`src/rtl/axis_packet_gen.sv`:
```
// axis_packet_gen
//   AXI-Stream traffic generator for one mesh ingress port. Emits packets of
//   programmable length, destination pattern and inter-packet gap. Every beat
//   carries a self-describing payload {SRC_ID, seq, beat_idx}, so downstream
//   checkers can verify ordering and integrity.
//
// Ports
//   clk, rst           single clock, synchronous active-high reset
//   cfg_start          pulse: latch cfg_* and begin generation (ignored while busy)
//   cfg_stop           pulse: finish the current packet, then stop
//   cfg_mode           dest mode: 0 fixed, 1 round-robin, 2 LFSR, 3 round-robin skipping SRC_ID
//   cfg_fixed_dest     destination used in mode 0
//   cfg_pkt_len        beats per packet (0 behaves as 1)
//   cfg_num_pkts       packets to send (0 = unlimited)
//   cfg_gap            idle cycles between packets
//   busy, done         generator active / one-cycle completion pulse
//   pkts_sent          packets fully accepted since the last start
//   axis_out_*         AXI-Stream master (all outputs registered)
module axis_packet_gen #(
  parameter int TDATA_WIDTH = 32,
  parameter int TDEST_WIDTH = 4,
  parameter int NUM_DESTS   = 4,
  parameter int SRC_ID      = 0,
  parameter int LEN_WIDTH   = 8,
  parameter int SEQ_WIDTH   = 16,
  parameter int GAP_WIDTH   = 8
) (
  input  logic                   clk,
  input  logic                   rst,
  input  logic                   cfg_start,
  input  logic                   cfg_stop,
  input  logic [1:0]             cfg_mode,
  input  logic [TDEST_WIDTH-1:0] cfg_fixed_dest,
  input  logic [LEN_WIDTH-1:0]   cfg_pkt_len,
  input  logic [SEQ_WIDTH-1:0]   cfg_num_pkts,
  input  logic [GAP_WIDTH-1:0]   cfg_gap,
  output logic                   busy,
  output logic                   done,
  output logic [SEQ_WIDTH-1:0]   pkts_sent,
  output logic                   axis_out_tvalid,
  input  logic                   axis_out_tready,
  output logic [TDATA_WIDTH-1:0] axis_out_tdata,
  output logic                   axis_out_tlast,
  output logic [TDEST_WIDTH-1:0] axis_out_tdest
);

  localparam int BEAT_WIDTH = TDATA_WIDTH - TDEST_WIDTH - SEQ_WIDTH;
  localparam logic [TDEST_WIDTH-1:0] SRC_DEST  = TDEST_WIDTH'(SRC_ID);
  localparam logic [TDEST_WIDTH-1:0] LAST_DEST = TDEST_WIDTH'(NUM_DESTS - 1);
  localparam logic [15:0]            LFSR_SEED = 16'hACE1;
  localparam logic [15:0]            NUM_DESTS_16 = 16'(NUM_DESTS);

  typedef enum logic [1:0] {IDLE, SEND, GAP} state_t;

  state_t                 state_q, state_d;
  logic                   tvalid_q, tvalid_d, tlast_q, tlast_d;
  logic [TDATA_WIDTH-1:0] tdata_q, tdata_d;
  logic [TDEST_WIDTH-1:0] tdest_q, tdest_d;
  logic                   busy_q, busy_d, done_q, done_d;
  logic [SEQ_WIDTH-1:0]   pkts_sent_q, pkts_sent_d;
  logic [15:0]            lfsr_q, lfsr_d;
  logic [TDEST_WIDTH-1:0] rr_ptr_q, rr_ptr_d;
  logic                   stop_pending_q, stop_pending_d;
  logic [LEN_WIDTH-1:0]   beat_idx_q, beat_idx_d;
  logic [GAP_WIDTH-1:0]   gap_cnt_q, gap_cnt_d;

  // Configuration captured at start
  logic [1:0]             mode_q, mode_d;
  logic [TDEST_WIDTH-1:0] fixed_dest_q, fixed_dest_d;
  logic [LEN_WIDTH-1:0]   len_q, len_d;
  logic [SEQ_WIDTH-1:0]   num_q, num_d;
  logic [GAP_WIDTH-1:0]   gap_q, gap_d;

  // Per-packet destination selection
  logic [1:0]             mode_sel;
  logic [TDEST_WIDTH-1:0] fixed_sel, dest_pick, rr_pick;
  logic [LEN_WIDTH-1:0]   eff_len_in, len_sel;
  logic [15:0]            lfsr_pick, lfsr_mod;
  logic                   lfsr_fb;

  logic                   start_pkt, finish;
  logic [SEQ_WIDTH-1:0]   start_seq;

  function automatic logic [TDEST_WIDTH-1:0] rr_inc(input logic [TDEST_WIDTH-1:0] p);
    return (p >= LAST_DEST) ? '0 : p + TDEST_WIDTH'(1);
  endfunction

  // The first packet of a run uses the live cfg_* inputs (they are latched
  // in the same cycle); later packets use the captured copy.
  assign eff_len_in = (cfg_pkt_len == '0) ? LEN_WIDTH'(1) : cfg_pkt_len;
  assign mode_sel   = (state_q == IDLE) ? cfg_mode       : mode_q;
  assign fixed_sel  = (state_q == IDLE) ? cfg_fixed_dest : fixed_dest_q;
  assign len_sel    = (state_q == IDLE) ? eff_len_in     : len_q;

  // Fibonacci LFSR, taps 16,14,13,11, shifting toward bit 0.
  assign lfsr_fb  = lfsr_q[0] ^ lfsr_q[2] ^ lfsr_q[3] ^ lfsr_q[5];
  assign lfsr_mod = lfsr_q % NUM_DESTS_16;

  // Round-robin and LFSR modes use the current value for this packet and
  // advance for the next one, so the first packet after reset goes to dest 0
  // (round-robin) or SEED mod NUM_DESTS (LFSR).
  always_comb begin
    dest_pick = fixed_sel;
    rr_pick   = rr_ptr_q;
    lfsr_pick = lfsr_q;
    case (mode_sel)
      2'd0: dest_pick = fixed_sel;
      2'd1: begin
        dest_pick = rr_ptr_q;
        rr_pick   = rr_inc(rr_ptr_q);
      end
      2'd2: begin
        dest_pick = lfsr_mod[TDEST_WIDTH-1:0];
        lfsr_pick = {lfsr_fb, lfsr_q[15:1]};
      end
      default: begin
        if (NUM_DESTS == 1) begin
          dest_pick = SRC_DEST;
        end else if (rr_ptr_q == SRC_DEST) begin
          dest_pick = rr_inc(rr_ptr_q);
          rr_pick   = rr_inc(rr_inc(rr_ptr_q));
        end else begin
          dest_pick = rr_ptr_q;
          rr_pick   = rr_inc(rr_ptr_q);
        end
      end
    endcase
  end

  // NOTE: every signal assigned here gets a default first, so no path can
  // leave one unassigned and infer a latch; blocking '=' is correct in
  // combinational logic, while the register block below uses '<=' only.
  always_comb begin
    state_d        = state_q;
    tvalid_d       = tvalid_q;
    tlast_d        = tlast_q;
    tdata_d        = tdata_q;
    tdest_d        = tdest_q;
    busy_d         = busy_q;
    done_d         = 1'b0;
    pkts_sent_d    = pkts_sent_q;
    lfsr_d         = lfsr_q;
    rr_ptr_d       = rr_ptr_q;
    stop_pending_d = stop_pending_q;
    beat_idx_d     = beat_idx_q;
    gap_cnt_d      = gap_cnt_q;
    mode_d         = mode_q;
    fixed_dest_d   = fixed_dest_q;
    len_d          = len_q;
    num_d          = num_q;
    gap_d          = gap_q;
    start_pkt      = 1'b0;
    finish         = 1'b0;
    start_seq      = pkts_sent_q;

    case (state_q)
      IDLE: begin
        // A stop in the same cycle is dropped: stop_pending is cleared here.
        if (cfg_start) begin
          mode_d         = cfg_mode;
          fixed_dest_d   = cfg_fixed_dest;
          len_d          = eff_len_in;
          num_d          = cfg_num_pkts;
          gap_d          = cfg_gap;
          pkts_sent_d    = '0;
          stop_pending_d = 1'b0;
          busy_d         = 1'b1;
          start_seq      = '0;
          start_pkt      = 1'b1;
        end
      end
      SEND: begin
        if (cfg_stop) stop_pending_d = 1'b1;
        if (tvalid_q && axis_out_tready) begin
          if (tlast_q) begin
            pkts_sent_d = pkts_sent_q + SEQ_WIDTH'(1);
            if ((num_q != '0 && pkts_sent_d == num_q) || stop_pending_q || cfg_stop) begin
              finish = 1'b1;
            end else if (gap_q == '0) begin
              start_pkt = 1'b1;
              start_seq = pkts_sent_d;
            end else begin
              state_d   = GAP;
              tvalid_d  = 1'b0;
              tlast_d   = 1'b0;
              gap_cnt_d = gap_q - GAP_WIDTH'(1);
            end
          end else begin
            beat_idx_d = beat_idx_q + LEN_WIDTH'(1);
            tlast_d    = (beat_idx_d == len_q - LEN_WIDTH'(1));
            tdata_d    = {tdata_q[TDATA_WIDTH-1:BEAT_WIDTH], BEAT_WIDTH'(beat_idx_d)};
          end
        end
      end
      GAP: begin
        // gap_cnt counts down from cfg_gap-1, giving exactly cfg_gap idle cycles.
        if (stop_pending_q || cfg_stop) finish = 1'b1;
        else if (gap_cnt_q == '0)       start_pkt = 1'b1;
        else                            gap_cnt_d = gap_cnt_q - GAP_WIDTH'(1);
      end
      default: state_d = IDLE;
    endcase

    if (start_pkt) begin
      state_d    = SEND;
      tvalid_d   = 1'b1;
      beat_idx_d = '0;
      tlast_d    = (len_sel == LEN_WIDTH'(1));
      tdest_d    = dest_pick;
      rr_ptr_d   = rr_pick;
      lfsr_d     = lfsr_pick;
      tdata_d    = {SRC_DEST, start_seq, {BEAT_WIDTH{1'b0}}};
    end

    if (finish) begin
      state_d        = IDLE;
      tvalid_d       = 1'b0;
      tlast_d        = 1'b0;
      busy_d         = 1'b0;
      done_d         = 1'b1;
      stop_pending_d = 1'b0;
    end
  end

  always_ff @(posedge clk) begin
    if (rst) begin
      state_q        <= IDLE;
      tvalid_q       <= 1'b0;
      tlast_q        <= 1'b0;
      tdata_q        <= '0;
      tdest_q        <= '0;
      busy_q         <= 1'b0;
      done_q         <= 1'b0;
      pkts_sent_q    <= '0;
      lfsr_q         <= LFSR_SEED;
      rr_ptr_q       <= '0;
      stop_pending_q <= 1'b0;
      beat_idx_q     <= '0;
      gap_cnt_q      <= '0;
      mode_q         <= '0;
      fixed_dest_q   <= '0;
      len_q          <= LEN_WIDTH'(1);
      num_q          <= '0;
      gap_q          <= '0;
    end else begin
      state_q        <= state_d;
      tvalid_q       <= tvalid_d;
      tlast_q        <= tlast_d;
      tdata_q        <= tdata_d;
      tdest_q        <= tdest_d;
      busy_q         <= busy_d;
      done_q         <= done_d;
      pkts_sent_q    <= pkts_sent_d;
      lfsr_q         <= lfsr_d;
      rr_ptr_q       <= rr_ptr_d;
      stop_pending_q <= stop_pending_d;
      beat_idx_q     <= beat_idx_d;
      gap_cnt_q      <= gap_cnt_d;
      mode_q         <= mode_d;
      fixed_dest_q   <= fixed_dest_d;
      len_q          <= len_d;
      num_q          <= num_d;
      gap_q          <= gap_d;
    end
  end

  assign busy            = busy_q;
  assign done            = done_q;
  assign pkts_sent       = pkts_sent_q;
  assign axis_out_tvalid = tvalid_q;
  assign axis_out_tlast  = tlast_q;
  assign axis_out_tdata  = tdata_q;
  assign axis_out_tdest  = tdest_q;

endmodule
```
`config.mk`:
```
export PLATFORM = sky130hd
export DESIGN_NAME = axis_packet_gen
export DESIGN_NICKNAME = d
export VERILOG_FILES = /design/src/rtl/axis_packet_gen.sv
export SDC_FILE = /design/constraint.sdc
export NUM_CORES = 1
export LEC_CHECK = 0
export ABC_AREA = 1
export CAP_MARGIN = 10
export CELL_PAD_IN_SITES_DETAIL_PLACEMENT = 1
export CELL_PAD_IN_SITES_GLOBAL_PLACEMENT = 2
export CORE_MARGIN = 2
export CORE_UTILIZATION = 30
export CTS_CLUSTER_SIZE = 25
export DETAILED_ROUTE_END_ITERATION = 7
export HOLD_SLACK_MARGIN = 0.1
export PLACE_DENSITY_LB_ADDON = 0.1
export SYNTH_ARGS = -nofsm -noshare
export SYNTH_HDL_FRONTEND = slang
export SYNTH_SLANG_ARGS = --single-unit
export TNS_END_PERCENT = 10
```
`constraint.sdc`:
```
create_clock -name clk -period 2.9 [get_ports clk]
set_input_delay 0.58 -clock clk [delete_from_list [all_inputs] [get_ports clk]]
set_output_delay 0.58 -clock clk [all_outputs]
set_load 0.01 [all_outputs]
```
---- Yosys cells after proc, flatten, opt, wreduce, memory -nomap -nowiden ----
Cells that the tools add are included.
word-level totals
  register bits after elaboration ......... 117
  bits of input ports ..................... 43
  output and inout bits ................... 56
  logic and storage cells ................. 153
cells by class
  bitwise gates (word level) .............. 6
  equality and inequality tests ........... 22
  order comparisons ....................... 2
  mux-type cells .......................... 64
  add/sub/neg operators ................... 7
  reduce and logical (&&, ||, !) cells .... 33
operators with widths
  operator                                             count
  two-way mux 16 bit                                   7
  two-way mux 8 bit                                    11
  case mux 16 bit (2 select lines)                     2
  two-way mux 28 bit                                   1
  two-way mux 1 bit                                    26
  zero test 8 bit                                      3
  subtractor 8 x 1 -> 8 bit, second input constant     3
  two-way mux 4 bit                                    5
  != test 2 bit, second input constant                 10
  adder 16 x 1 -> 16 bit, second input constant        1
  == test 16 bit                                       1
  case mux 8 bit (2 select lines)                      1
  nonzero test 16 bit                                  1
  AND reduction 5 bit                                  3
  != test 3 bit, second input constant                 4
  case mux 4 bit (3 select lines)                      1
  two-way mux 2 bit                                    5
  nonzero test 2 bit                                   5
  AND reduction 3 bit                                  3
  adder 4 x 1 -> 4 bit, second input constant          2
  adder 8 x 1 -> 8 bit, second input constant          1
  == test 8 x 1 -> 1 bit, second input constant        1
  == test 8 bit                                        1
  >= comparator 4 x 2 -> 1 bit, second input constant  2
  other kinds (17)                                     34

---- Depth between registers and ports, before layout ----
Gate-level depths: netlist of run 1.
  depth after elaboration ................. 11
  gate-level depth with buffers ........... 21
  mapped depth without buffers ............ 19

---- Worst setup path before layout of run 1 ----
OpenSTA, ideal clock, no wires.
  path kind ............................... register -> register
  start ................................... register pkts_sent_q[0], in the netlist pkts_sent[0]
  end ..................................... register gap_cnt_q[3]
  required time ........................... 2.776 ns
  cell stages (with the launch flop) ...... 17
  clock period less this slack ............ 2.422 ns
  data arrival time ....................... 2.298 ns
  path slack .............................. 0.478 ns
  cells stage by stage .................... dfxtp_1 ha_1 nand2_2 nor2_8 nand2_4 o21ai_2 nand2_2 nand2_1 nand3_1 nor2_2 nand3_4 nand2_1 o21ai_1 nand2_1 inv_2 o21ai_0 a31oi_1
on the way
  cells in the longest elaborated chain, start to end .. 7
RTL lines
  what                            RTL line  source
  start: declaration              60        logic [SEQ_WIDTH-1:0] pkts_sent_q, pkts_sent_d;
  start signal: assignment        253       pkts_sent_q <= pkts_sent_d;
  adder 16 x 1 -> 16 bit          176       pkts_sent_d = pkts_sent_q + SEQ_WIDTH'(1);
  == test 16 bit                  177       if ((num_q != '0 && pkts_sent_d == num_q) || stop_pending_q || cfg_stop) begin
  logical AND 1 bit               177
  logical OR 1 bit (2 in series)  177
  != test 2 bit (no line)         --
  AND reduction 7 bit (no line)   --
  end signal: assignment          258       gap_cnt_q <= gap_cnt_d;
  end: declaration                65        logic [GAP_WIDTH-1:0] gap_cnt_q, gap_cnt_d;
Every way passes these cells.
A chain may end at the register's enable or synchronous reset.

---- Final worst setup path of run 1 ----
  start ................................... register pkts_sent_q[1], in the netlist pkts_sent[1]
  end ..................................... register tdest_q[1], in the netlist axis_out_tdest[1]
on the way
  cells in the longest elaborated chain, start to end .. 9
RTL lines
  what                             RTL line  source
  adder 16 x 1 -> 16 bit           176
  == test 16 bit                   177
  logical AND 1 bit                177
  logical OR 1 bit (2 in series)   177
  two-way mux 1 bit                177
  two-way mux 1 bit                175       if (tlast_q) begin
  two-way mux 1 bit                174       if (tvalid_q && axis_out_tready) begin
  case mux 1 bit (3 select lines)  156       case (state_q)
  end signal: assignment           250       tdest_q <= tdest_d;
  end: declaration                 58        logic [TDEST_WIDTH-1:0] tdest_q, tdest_d;
Every way passes these cells.

==> metrics.txt, run 1 <==
status=completed; synth top area cells=dfxtp_1 (35%), nand2_1 (14%), o21ai_0 (6.9%), a21oi_1 (5.8%), nor2_1 (5.7%); logic gate share of total power=0.282; PortBufs=90; Core Region=about 22000 um^2; Clock Tree Root=clkbuf_16; hold buffers post-CTS=0; Worst EP arrival=between 2 and 3 ns; FFs w/ async S/R, synth=0; synthesized area=~6600 um^2; Die Y-Extent=~150 um; cell taking the most area after synthesis=dfxtp_1; placer congestion estimate=between 0.7 and 0.8; Yosys top cell area share=0.355; Initial Utilization=0.304; overall routing resource usage=0.202; post-route DRC violation count=0; fin crit share=0.916; 1st-iter DRT viols=340; pre-CTS setup slack=0.102 ns; first-pass GRT wire length=roughly 37000 um; Worst Hold Class=reg -> reg; IO Pins=slightly below 100; PD cells=681 nW/um^2; Synth Flop Type=dfxtp_1; Worst-path clk slew=approximately 0.06 ns; final net count=around 1100; crit end category=register; Max Cap Viol=0; count of pins over their slew limit=0; crit path max fanout=18; synthesized flop and latch total=117; Finished Cell Area=approximately 8600 um^2; drt wl/cell=16.7 um; HPWL reported at the end of detailed placement=between 15000 and 20000 um; layout cell share with drive strength beyond 1=0.119; leakage=roughly 3.6 nW; Post-synth top cells=nand2_1 (246), dfxtp_1 (117), nor2_1 (101); post-synth cell types=47; clk sink count=approximately 120; Psw=just over 2 mW; global route hottest layer=met2; # setup viols final=0; crit path time final=2.66 ns; number of diodes=0; DRT Pass-1 Iters=5; final hold vios=0; Max Clock Skew=around 0.0085 ns; Horiz. Die Dim=roughly 150 um; detailed-route via count=6698; Power Internal=3.85 mW; GR Layer Usage met2=0.328; Fin Hold WS=around 0.45 ns; Placed Area=7920 um^2; Layout area overhead=30.6%; initial antenna violation count=0; H-tree level count=4; Crit Path Class=reg -> reg; grt met3 use=0.0321; synthesized area per cell=roughly 6.8 um^2; Rows=54; largest net degree at the start of global routing=58; register area share after synthesis=0.355; vias in the first global route=approximately 6700; Num CTS Buffers=17; Achievable Freq=~0.38 GHz; clock power share=0.385; setup ws final=approximately 0.24 ns; RSZ-0062 raised after global routing=yes; Peak VDD IR=approximately 310 uV; Synth Instances=974; switching part of the total=0.344; YS warnings=0; wirelength, routed=approximately 23000 um; antenna-violating nets left=0; EDFF count, synth=0; grt total ovfl=0; Vias/cell=between 4 and 5; Critical Path Start Type=register; maximum clock path buffer count=2; share of power burned in registers=0.334; Slew HR=0.610; clk_lat worst skew=around 0.42 ns; Die Footprint=around 23000 um^2; CTS tree=done; count leader, synth=nand2_1; Required @ worst endpoint=3.22 ns; met1 Use GR=0.275; worst-margin pin slew=slightly below 0.6 ns
==> path summary, 6_finish.rpt <==
kind                            slack, ns                             from                               to  cells after the start
worst max-delay path                 0.24        pkts_sent[1]$_SDFFE_PP0P_   axis_out_tdest[1]$_SDFFE_PP0P_                     19
worst min-delay path                 0.45  axis_out_tdata[17]$_SDFFE_PP0P_  axis_out_tdata[17]$_SDFFE_PP0P_                      2
worst max register to register       0.24        pkts_sent[1]$_SDFFE_PP0P_   axis_out_tdest[1]$_SDFFE_PP0P_                     19
worst min register to register       0.45  axis_out_tdata[17]$_SDFFE_PP0P_  axis_out_tdata[17]$_SDFFE_PP0P_                      2
==> placed cells by master (no fill, tap or decap), drive strengths merged, types with 7 or more instances in the layout <==
cell type	instances
o21ai	99
nand3	67
nor2	114
clkbuf	21
nor3	9
o211ai	7
buf	40
a211oi	8
a21oi	81
dfxtp	117
clkdlybuf4s50	90
inv	85
conb	8
nand3b	8
ha	11
nand2	263
xor2	18
nand4	11
xnor2	9
clkinv	7
==> final cells by class <==
type	instances	area [um^2]
sequential	117	2340
clock inverter	11	148
clock buffer	21	470
timing repair buffer	130	1220
inverter	85	338
fill	2781	13100
multi-input combinational	733	3750
tap	280	350
==> per-layer routing <==
layer	wire, um	vias up
met2	10500	132
li1	-	3395
met1	11400	3149
met5	0	-
met3	791	22
met4	427	0
==> sequential cells by signal, indices dropped and copies added (netlist names), 4 cells and up <==
register,cells
gap_q,8
pkts_sent,16
num_q,16
fixed_dest_q,4
lfsr_q,16
beat_idx_q,8
axis_out_tdest,4
rr_ptr_q,4
gap_cnt_q,8
len_q,8
axis_out_tdata,16
==> power by group through the flow <==
stage / Clock, mW / Combinational [mW] / Sequential (mW)
2_1_floorplan: 0 / 1.06 / 1.96
3_3_place_gp: 0 / 1.64 / 1.99
3_5_place_dp: 0 / 1.65 / 1.99
4_1_cts: 2.30 / 1.66 / 1.96
5_1_grt: 2.38 / 1.88 / 1.99
6_report: 2.26 / 1.65 / 1.96
==> worst max-delay path: stages, from the launching register on <==
cell and delay, ns:
dfxtp_1 0.34, buf_4 0.17, nand2_1 0.10, nor2_4 0.19, buf_12 0.13, nand2_4 0.06, clkinv_2 0.08, nand3_2 0.10
nand2_2 0.10, nand2_1 0.05, nand2_1 0.08, nor2_2 0.06, nand3_4 0.12, nand4_4 0.13, nand2_2 0.11, nand2_4 0.06
buf_6 0.15, nand2_4 0.17, clkinv_8 0.14, a22o_1 0.20
==> cell families after synthesis <==
group                      Yosys count  synth area share
buffers and inverters              131            0.0866
xor gates and xnor gates            27            0.0358
other                                1          0.000568
adders and majority gates           11            0.0208
muxes                                3           0.00455
AOI/OAI and AO/OA                  204             0.168
and+or+nand+nor                    480             0.329
DFF                                117             0.355
==> stage by stage <==
step / setup TNS (ns) / cells / util / total power, mW
after global placement: 0 / 1342 / 0.365 / 3.64
after floorplan: 0 / 981 / - / 3.02
final: 0 / 1377 / 0.398 / 5.87
after CTS: 0 / 1374 / 0.394 / 5.93
after detailed placement: 0 / 1342 / 0.365 / 3.65
after global routing: -0.0220 / 1377 / 0.398 / 6.25
==> what timing repair did <==
action,4_1_cts,5_1_grt
setup endpoints to repair,0,47
buffers inserted,0,3
resized for setup,0,13
No activity file was read; power rests on OpenSTA's default activity.
==> run 2: changes to the inputs <==
--- a/config.mk
+++ b/config.mk
@@ -13,6 +13,7 @@
 export CORE_UTILIZATION = 30
 export CTS_CLUSTER_SIZE = 25
 export DETAILED_ROUTE_END_ITERATION = 7
+export GPL_TIMING_DRIVEN = 0
 export HOLD_SLACK_MARGIN = 0.1
 export PLACE_DENSITY_LB_ADDON = 0.1
 export SYNTH_ARGS = -nofsm -noshare
==> run 2 against run 1 <==
Count of clock-buffer cells in the layout is 4 lower. Worst hold slack worse by 0.0036 ns. Clock power decreased by 10%. Global-route usage increased by 0.22 points. Critical endpoint is now pkts_sent[6]$_SDFFE_PP0P_. Largest cell class unchanged. Highest routed layer unchanged.
==> metrics.txt, run 2 (synthesis results as in run 1) <==
Rows=between 50 and 60; Required @ worst endpoint=between 3 and 4 ns; # setup viols final=0; final net count=about 1200; Die Footprint=around 23000 um^2; Max Cap Viol=0; 1st-iter DRT viols=about 310; DR WL met2=10800 um; DRT Pass-1 Iters=5; Max Clock Skew=between 0.01 and 0.015 ns; Crit-path slowest cell=buf_1; drt wl/cell=16.7 um; Inst Count DP=1351; initial antenna violation count=0; setup TNS=0 ns; setup ws final=~0.22 ns; clk_lat worst skew=about 0.42 ns; fin crit share=0.924; CTS tree=done; Worst Hold Class=reg -> reg; wirelength, routed=~23000 um; Reg2Reg Setup Slack=around 0.22 ns; Fin Hold WS=0.447 ns; Horiz. Die Dim=152 um; Peak VDD IR=379 uV; PortBufs=90; grt total ovfl=0; detailed-route via count=around 6800; Die Y-Extent=152 um; post-route DRC violation count=0; Finished Layout Cells=roughly 1400; overall routing resource usage=0.204; met1 wire length=roughly 12000 um; most common cell after layout, fill and taps aside=nand2_1; pre-CTS setup slack=-0.509 ns; hold buffers post-CTS=0; clk sink count=around 120; Clock Tree Root=clkbuf_16; layout cell share with drive strength beyond 1=0.114; placer congestion estimate=0.816; crit end category=register; Core Region=between 20000 and 25000 um^2; Finished Cell Area=approximately 8600 um^2; IO Pins=99; Critical Path Start Type=register; CP top delay family=buffers and inverters; number of diodes=0; status=completed; Slew HR=0.507; crit-path max cell delay=between 0.5 and 0.6 ns; crit path max fanout=10; count of pins over their slew limit=0; H-tree level count=4; vias in the first global route=6888; antenna-violating nets left=0; worst path cell trace=inv_1 -> ha_1 -> clkbuf_1 -> nor2_1 -> nor2_2 -> buf_1 -> nand2_1 -> a21oi_1; Placed Area=roughly 7900 um^2; PD cells=660 nW/um^2; Layout area overhead=30.3%; HPWL reported at the end of detailed placement=17500 um; maximum clock path buffer count=2; Crit Path Class=reg -> reg; worst path bufs/invs=3; Achievable Freq=between 0.3 and 0.4 GHz; Worst-path clk slew=around 0.06 ns; worst-margin pin slew=0.739 ns; Max Used Layer=met4; crit path time final=approximately 2.7 ns; RSZ-0062 raised after global routing=no; largest net degree at the start of global routing=17; first-pass GRT wire length=37500 um; Vias/cell=just under 5; most frequent cells in the layout=nand2_1 (245), dfxtp_1 (110), nor2_1 (98); wire length on met3=650 um; final hold vios=0; Worst EP arrival=roughly 3.0 ns; Initial Utilization=0.304; Num CTS Buffers=17; leakage=approximately 3.6 nW
==> run 2: cell types whose count changed in the layout (fill, tap and decap cells not counted), sizes merged <==
| cell | previous run | this run |
|---|---|---|
| buf | 40 | 30 |
| bufinv | 3 | 1 |
| clkbuf | 21 | 41 |
| clkinv | 7 | 11 |
| clkinvlp | 1 | 4 |
| inv | 85 | 84 |
==> run 2: report_power, final <==
part | switching (mW) | internal, mW | leakage [nW]
Combinational | 1.07 | 0.625 | 2.34
Sequential | 0.150 | 1.80 | 0.961
Clock | 0.848 | 1.18 | 0.265
==> run 2: area by class of cell <==
cell class	count	area, um^2
Buffer	45	246
Timing Repair Buffer	99	968
Multi-Input combinational cell	733	3790
Clock buffer	17	425
Tap cell	280	350
Clock inverter	15	133
Inverter	85	329
Sequential cell	117	2360
Fill cell	2731	13100
==> run 2: layer usage <==
metal,GRT usage,vias up
met4,0.0503,0
met3,0.0304,17
met2,0.342,99
met1,0.277,3199
li1,-,3439
met5,0,-
==> run 2: timing repair <==
item / 4_1_cts / 5_1_grt
pin swaps: 0 / 8
setup endpoints to repair: 56 / 61
cloned: 0 / 0
setup buffers: 0 / 9
resized for setup: 7 / 26
==> run 2: metrics by stage <==
step / power (mW) / util
2_1_floorplan: 3.02 / -
3_3_place_gp: 3.59 / 0.363
3_5_place_dp: 3.62 / 0.363
4_1_cts: 5.67 / 0.390
5_1_grt: 6.05 / 0.397
6_report: 5.67 / 0.397
==> run 2: worst register-to-register path, cell delays in order, from the launching register on <==
cell	delay, ns
dfxtp_1	0.35
inv_1	0.12
ha_1	0.27
clkbuf_1	0.50
nor2_1	0.16
nor2_2	0.39
buf_1	0.56
nand2_1	0.11
a21oi_1	0.16
==> run 2: path summary, 6_finish.rpt <==
kind                              startpoint                              end  cells past startpoint
max reg2reg          state_q[1]$_SDFFE_PP0P_        pkts_sent[6]$_SDFFE_PP0P_                      8
min          axis_out_tdata[22]$_SDFFE_PP0P_  axis_out_tdata[22]$_SDFFE_PP0P_                      2
min reg2reg  axis_out_tdata[22]$_SDFFE_PP0P_  axis_out_tdata[22]$_SDFFE_PP0P_                      2
max                  state_q[1]$_SDFFE_PP0P_        pkts_sent[6]$_SDFFE_PP0P_                      8
==> run 3: changes to the inputs <==
--- a/config.mk
+++ b/config.mk
@@ -6,6 +6,7 @@
 export NUM_CORES = 1
 export LEC_CHECK = 0
 export ABC_AREA = 1
+export ABC_CLOCK_PERIOD_IN_PS = 2900
 export CAP_MARGIN = 10
 export CELL_PAD_IN_SITES_DETAIL_PLACEMENT = 1
 export CELL_PAD_IN_SITES_GLOBAL_PLACEMENT = 2
==> results of run 3 <==
Same layout as run 2: the final DEF is identical, and so are final timing and power.
